--- src/rtl/ipsl_pcie_seio_regif.sv ---
// ipsl_pcie_seio_regif: serial register-access bridge between the PCIe core's
// SEIO frame interface and a parallel register bus.
//   pclk_div2, user_rst_n      : block clock, async active-low reset
//   sedo_in, sedo_en_in        : serial frame data/enable from the core (asynchronous)
//   sedi, sedi_ack             : serial read data (MSB first) and completion pulse
//   reg_wr_en, reg_rd_en       : one-cycle register write/read strobes
//   reg_addr, reg_wdata        : register address (held) and write data
//   reg_rdata, reg_rd_valid    : register read data and its qualifier
//   seio_err                   : one-cycle pulse on framing abort or read timeout
// Optional read timeout: define IPSL_PCIE_SEIO_RD_TIMEOUT_EN.
module ipsl_pcie_seio_regif #(
   parameter int unsigned ADDR_W    = 8,
   parameter int unsigned DATA_W    = 32,
   parameter int unsigned TO_CYCLES = 255
) (
   input  logic              pclk_div2,
   input  logic              user_rst_n,
   input  logic              sedo_in,
   input  logic              sedo_en_in,
   output logic              sedi,
   output logic              sedi_ack,
   output logic              reg_wr_en,
   output logic              reg_rd_en,
   output logic [ADDR_W-1:0] reg_addr,
   output logic [DATA_W-1:0] reg_wdata,
   input  logic [DATA_W-1:0] reg_rdata,
   input  logic              reg_rd_valid,
   output logic              seio_err
);

   localparam int unsigned MAX_W = (DATA_W > ADDR_W) ? DATA_W : ADDR_W;
   localparam int unsigned CNT_W = (MAX_W > 1) ? $clog2(MAX_W) : 1;
   localparam logic [CNT_W-1:0] ADDR_LAST = CNT_W'(ADDR_W - 1);
   localparam logic [CNT_W-1:0] DATA_LAST = CNT_W'(DATA_W - 1);

   typedef enum logic [2:0] {IDLE, CMD, WDAT, RREQ, RWAIT, RSHIFT, ACK} state_t;

   state_t            state, state_nxt;
   logic [1:0]        sync_d, sync_e;
   logic              sbit, en_s;
   logic [CNT_W-1:0]  cnt, cnt_nxt;
   logic              op, op_nxt;
   logic [ADDR_W-1:0] addr_sh, addr_sh_nxt, addr_nxt;
   logic [DATA_W-1:0] data_sh, data_sh_nxt, wdata_nxt, data_shifted;
   logic              sedi_nxt, ack_nxt, wr_nxt, rd_nxt, err_nxt;

`ifdef IPSL_PCIE_SEIO_RD_TIMEOUT_EN
   localparam int unsigned TO_W = (TO_CYCLES > 1) ? $clog2(TO_CYCLES) : 1;
   localparam logic [TO_W-1:0] TO_LAST = TO_W'(TO_CYCLES - 1);
   logic [TO_W-1:0]   to_cnt, to_cnt_nxt;
`else
   logic              unused_to;
   assign unused_to = ^32'(TO_CYCLES);
`endif

   // Two-flop synchronisers for the asynchronous serial inputs
   always_ff @(posedge pclk_div2 or negedge user_rst_n) begin
      if (!user_rst_n) begin
         sync_d <= 2'b00;
         sync_e <= 2'b00;
      end else begin
         sync_d <= {sync_d[0], sedo_in};
         sync_e <= {sync_e[0], sedo_en_in};
      end
   end

   assign sbit = sync_d[1];
   assign en_s = sync_e[1];
   assign data_shifted = (data_sh << 1) | DATA_W'(sbit);

   // Next-state and next-output logic
   always_comb begin
      state_nxt   = state;
      cnt_nxt     = cnt;
      op_nxt      = op;
      addr_sh_nxt = addr_sh;
      data_sh_nxt = data_sh;
      addr_nxt    = reg_addr;
      wdata_nxt   = reg_wdata;
      sedi_nxt    = 1'b0;
      ack_nxt     = 1'b0;
      wr_nxt      = 1'b0;
      rd_nxt      = 1'b0;
      err_nxt     = 1'b0;
`ifdef IPSL_PCIE_SEIO_RD_TIMEOUT_EN
      to_cnt_nxt  = to_cnt;
`endif
      case (state)
         IDLE: begin
            if (en_s) begin
               op_nxt    = sbit;
               cnt_nxt   = '0;
               state_nxt = CMD;
            end
         end
         CMD: begin
            if (!en_s) begin
               err_nxt   = 1'b1;
               state_nxt = IDLE;
            end else begin
               addr_sh_nxt = (addr_sh << 1) | ADDR_W'(sbit);
               if (cnt == ADDR_LAST) begin
                  cnt_nxt   = '0;
                  state_nxt = op ? WDAT : RREQ;
               end else begin
                  cnt_nxt = cnt + CNT_W'(1);
               end
            end
         end
         WDAT: begin
            if (!en_s) begin
               err_nxt   = 1'b1;
               state_nxt = IDLE;
            end else if (cnt == DATA_LAST) begin
               // Last data bit: strobe lands next cycle with address and data
               data_sh_nxt = data_shifted;
               wdata_nxt   = data_shifted;
               addr_nxt    = addr_sh;
               wr_nxt      = 1'b1;
               cnt_nxt     = '0;
               state_nxt   = ACK;
            end else begin
               data_sh_nxt = data_shifted;
               cnt_nxt     = cnt + CNT_W'(1);
            end
         end
         RREQ: begin
            if (!en_s) begin
               err_nxt   = 1'b1;
               state_nxt = IDLE;
            end else begin
               addr_nxt   = addr_sh;
               rd_nxt     = 1'b1;
               state_nxt  = RWAIT;
`ifdef IPSL_PCIE_SEIO_RD_TIMEOUT_EN
               to_cnt_nxt = '0;
`endif
            end
         end
         RWAIT: begin
            // reg_rd_en high marks the strobe cycle; valid then is ignored
            if (!en_s) begin
               err_nxt   = 1'b1;
               state_nxt = IDLE;
            end else if (reg_rd_valid && !reg_rd_en) begin
               sedi_nxt    = reg_rdata[DATA_W-1];
               data_sh_nxt = reg_rdata << 1;
               cnt_nxt     = '0;
               state_nxt   = RSHIFT;
`ifdef IPSL_PCIE_SEIO_RD_TIMEOUT_EN
            end else if (to_cnt == TO_LAST) begin
               err_nxt     = 1'b1;
               data_sh_nxt = '0;
               cnt_nxt     = '0;
               state_nxt   = RSHIFT;
            end else begin
               to_cnt_nxt = to_cnt + TO_W'(1);
`endif
            end
         end
         RSHIFT: begin
            // sedi is preloaded with the MSB, so it stays aligned with this state
            if (!en_s) begin
               err_nxt   = 1'b1;
               state_nxt = IDLE;
            end else if (cnt == DATA_LAST) begin
               cnt_nxt   = '0;
               state_nxt = ACK;
            end else begin
               sedi_nxt    = data_sh[DATA_W-1];
               data_sh_nxt = data_sh << 1;
               cnt_nxt     = cnt + CNT_W'(1);
            end
         end
         ACK: begin
            if (!en_s) begin
               ack_nxt   = 1'b1;
               state_nxt = IDLE;
            end
         end
         default: state_nxt = IDLE;
      endcase
   end

   // State and registered outputs
   always_ff @(posedge pclk_div2 or negedge user_rst_n) begin
      if (!user_rst_n) begin
         state     <= IDLE;
         cnt       <= '0;
         op        <= 1'b0;
         addr_sh   <= '0;
         data_sh   <= '0;
         reg_addr  <= '0;
         reg_wdata <= '0;
         sedi      <= 1'b0;
         sedi_ack  <= 1'b0;
         reg_wr_en <= 1'b0;
         reg_rd_en <= 1'b0;
         seio_err  <= 1'b0;
`ifdef IPSL_PCIE_SEIO_RD_TIMEOUT_EN
         to_cnt    <= '0;
`endif
      end else begin
         state     <= state_nxt;
         cnt       <= cnt_nxt;
         op        <= op_nxt;
         addr_sh   <= addr_sh_nxt;
         data_sh   <= data_sh_nxt;
         reg_addr  <= addr_nxt;
         reg_wdata <= wdata_nxt;
         sedi      <= sedi_nxt;
         sedi_ack  <= ack_nxt;
         reg_wr_en <= wr_nxt;
         reg_rd_en <= rd_nxt;
         seio_err  <= err_nxt;
`ifdef IPSL_PCIE_SEIO_RD_TIMEOUT_EN
         to_cnt    <= to_cnt_nxt;
`endif
      end
   end

endmodule

--- config.mk ---
export PLATFORM = sky130hd
export DESIGN_NAME = ipsl_pcie_seio_regif
export DESIGN_NICKNAME = d
export VERILOG_FILES = /design/src/rtl/ipsl_pcie_seio_regif.sv
export SDC_FILE = /design/constraint.sdc
export NUM_CORES = 1
export LEC_CHECK = 0
export BUFFER_PORTS_ARGS = -buffer_cell sky130_fd_sc_hd__buf_2
export CAP_MARGIN = 10
export CORE_UTILIZATION = 39
export DETAILED_ROUTE_END_ITERATION = 12
export GPL_TIMING_DRIVEN = 0
export HOLD_SLACK_MARGIN = 0.08
export MAX_ROUTING_LAYER = met4
export PLACE_DENSITY_LB_ADDON = 0.25
export SETUP_SLACK_MARGIN = 0.5
export SLEW_MARGIN = 20
export SYNTH_ARGS = -nofsm -noshare
export SYNTH_HDL_FRONTEND = slang
export SYNTH_SLANG_ARGS = --single-unit
--- constraint.sdc ---
create_clock -name pclk_div2 -period 2.6 [get_ports pclk_div2]
set_input_delay 0.13 -clock pclk_div2 [delete_from_list [all_inputs] [get_ports pclk_div2]]
set_output_delay 0.13 -clock pclk_div2 [all_outputs]
set_load 0.05 [all_outputs]
==> qor.csv <==
metric;value;unit
clock skew;4.91;ps
main combinational cell family by area after synthesis;multiplexers;
pin count of the biggest net entering global routing;68;
multiplexer share of the synthesized area;0.308;
Post-Synth Adder-Cell Area;0.00839;
leading post-synthesis cells by cell area;dfrtp_1, mux2_2, mux2_4, buf_2, o21ai_0;
clk sinks;98;
r2r endpoint;data_sh[23];
first-pass GRT wire length;14000;µm
Critical Path RT;2830;ps
Warnings, synthesis;0;
ANT cells;0;
worst vdd ir;497;µV
WP depth;8;
Critical Path End;data_sh[23];
Num CTS Buffers;9;
Layout Nets;443;
hpwl dp;5900;µm
I/O Buffers;81;
# fillers;969;
DRT Wirelength;8760;µm
synthesized cell area;4470;µm²
DRC errors left;0;
initial drt markers;126;
most used cell along the critical path;ha_4;
placer's final routability congestion estimate;0.829;
sequential area share after synthesis;0.548;
CP bufs+invs;2;
post-synthesis compound-gate area fraction;0.0459;
Worst-Skew Late Latency;340;ps
R2R setup slack;520;ps
Netlist cell types;50;
Slew Limit Fails;0;
simple-gate share of the synthesized area;0.0632;
cell taking the most area after synthesis;dfrtp_1;
period utilization;0.801;
width of the die;109;µm
Worst-Margin Slew;605;ps
PwrDens;870;nW/µm²
FP Rows;38;
CTS root buffer;clkbuf_16;
routed len/inst;16.0;µm
design area;5580;µm²
Hold WC Path Type;primary input to register;
kind of critical path;register to register;
average size of a mapped cell;15.1;µm²
Reg2Reg Depth;8;
fin crit period;2080;ps
number of global-route vias before repair;2722;
Worst R2R Start;cnt[0];
outcome;finished, final reports clean;
critical-path cell list;ha_4, and3_4, ha_4, and4bb_4, o31ai_4, buf_6, clkbuf_16, mux2_4;
Mapped Cells;297;
DR vias;2755;
share of the synthesized area in the top cell type;0.548;
initial antenna violation count;0;
Synth Area in XOR/XNOR;0;
CTS tree;built;
Final ANT Viol Nets;0;
io pins;82;
Die H;109;µm
Largest delay share family, worst path;flip-flops;
Critical Path AT;2310;ps
LEAKAGE;2.94;nW
Via density;5.04;
CP Launch Type;register;
most common flop cell mapped by yosys;dfrtp_1;
Max clock buf depth;2;
Tot GR Track Use;0.161;
slowest stage delay, CP;410;ps
Post-Synthesis Net Count;337;
DIE AREA;11900;µm²
final hold violations;0;
Yosys reg bits;98;
RSZ-0062 raised after global routing;yes;
area of the core;11000;µm²
total gr overflow;0;
clock slew at reported path FFs;70;ps
Post-synth EDFFs;0;
Synth-to-Final Area Change;24.8;%
Worst Setup End Kind;register;
sequential cell area;2450;µm²
layout cells sized above 1;0.607;
drt first pass iters;4;
area of the multi-input gates;1940;µm²
critical path's slowest cell;dfrtp_1;
highest clock rate;480;MHz
Worst Setup SP;cnt[0];
FFs w/ async S/R, synth;1.00;
Max Cap Viol;0;
Post-Route Setup TNS;0;ps
Slew HR;0.592;
H-tree Lvls;3;
# setup viols final;0;
crit-path max FO;7;
Starting Density;0.406;
Area after DPL;5090;µm²
[per-stage QoR]
step,hold WS (ps),power [mW],worst slack [ps],util,cells
after floorplan,-166,3.18,586,-,297
after global placement,243,3.48,360,0.458,518
after detailed placement,42.7,3.51,378,0.461,519
after CTS,116,4.84,486,0.495,542
after global routing,138,5.12,449,0.506,547
final,131,4.86,518,0.506,547
[layer usage]
metal,vias up,GRT usage,part of all wire
met1,1382,0.215,0.48
met4,0,0.0753,0.017
met5,-,-,0
met3,11,0.0389,0.048
li1,1298,-,-
met2,64,0.231,0.46
[worst reg2reg max path: stages, from the launching register on]
cell	delay (ps)
dfrtp_1	410
ha_4	170
and3_4	190
ha_4	140
and4bb_4	200
o31ai_4	170
buf_6	210
clkbuf_16	180
mux2_4	290
[synth_stat cells, drive strengths merged, types with 3 or more instances]
master	number
buf	15
dfrtp	98
ha	3
mux2	112
nand2	7
nand2b	4
nor2	4
nor2b	3
nor3	4
nor3b	4
o21ai	8
[state kept, by name (all words and copies together), names as in the netlist]
| register | flops |
|---|---|
| state | 3 |
| data_sh | 32 |
| sync_e | 2 |
| reg_wdata | 32 |
| sync_d | 2 |
| seio_err | 1 |
| reg_rd_en | 1 |
| reg_addr | 8 |
| reg_wr_en | 1 |
| op | 1 |
| cnt | 5 |
| sedi | 1 |
| sedi_ack | 1 |
| addr_sh | 8 |
[layout make-up]
cell class,count,share of cell area
buffer,17,0.0246
clock buffer,11,0.0435
clock inverter,4,0.00471
inverter,2,0.00134
multi-input combinational,180,0.347
sequential,98,0.439
tap,140,0.0314
timing repair buffer,95,0.109
[placed cells by master (no fill, tap or decap), types with 3 or more instances in the layout]
cell type	synthesis	layout
nand2b_1	3	3
nor2b_1	3	3
buf_6	3	3
clkbuf_16	0	11
buf_2	9	86
nor2_1	3	3
mux2_4	29	29
clkbuf_4	0	3
clkbuf_1	2	3
buf_12	0	3
dfrtp_1	98	98
nand2_1	7	7
o21ai_0	8	8
buf_4	3	7
mux2_2	82	82
nor3b_1	3	3
dlygate4sd3_1	0	3
[report_power, final]
part	total, mW	switching (mW)	internal [mW]
clock	1.23	0.565	0.670
sequential	2.03	0.205	1.82
combinational	1.60	0.747	0.852
total	4.86	1.52	3.34
[logic make-up (layout without fill, tap and decap cells)]
| logic type | after synthesis | in the layout |
|---|---|---|
| AOI/OAI and AO/OA | 25 | 25 |
| DFF | 98 | 98 |
| adders and majority gates | 3 | 3 |
| buffers and inverters | 19 | 129 |
| and+or+nand+nor | 39 | 39 |
| muxes | 113 | 113 |
[worst min-delay path by stage]
stage,from,end,slack (ps),depth (start not counted)
2_1_floorplan,user_rst_n,addr_sh[0],-170,0
3_3_place_gp,sedo_in,sync_d[0],240,1
3_5_place_dp,user_rst_n,seio_err,40,1
4_1_cts,reg_rdata[10],data_sh[11],120,3
5_1_grt,reg_rdata[1],data_sh[2],140,3
6_report,reg_rdata[10],data_sh[11],130,3
[repair_timing]
action,CTS,global route
hold buffers,3,0
setup endpoints to repair,40,63
gates cloned,1,2
resized for setup,11,7
hold endpoints to repair,100,0
buffers inserted,4,3
pin swaps,2,3
Note: power is estimated with default switching activity, not from simulation.
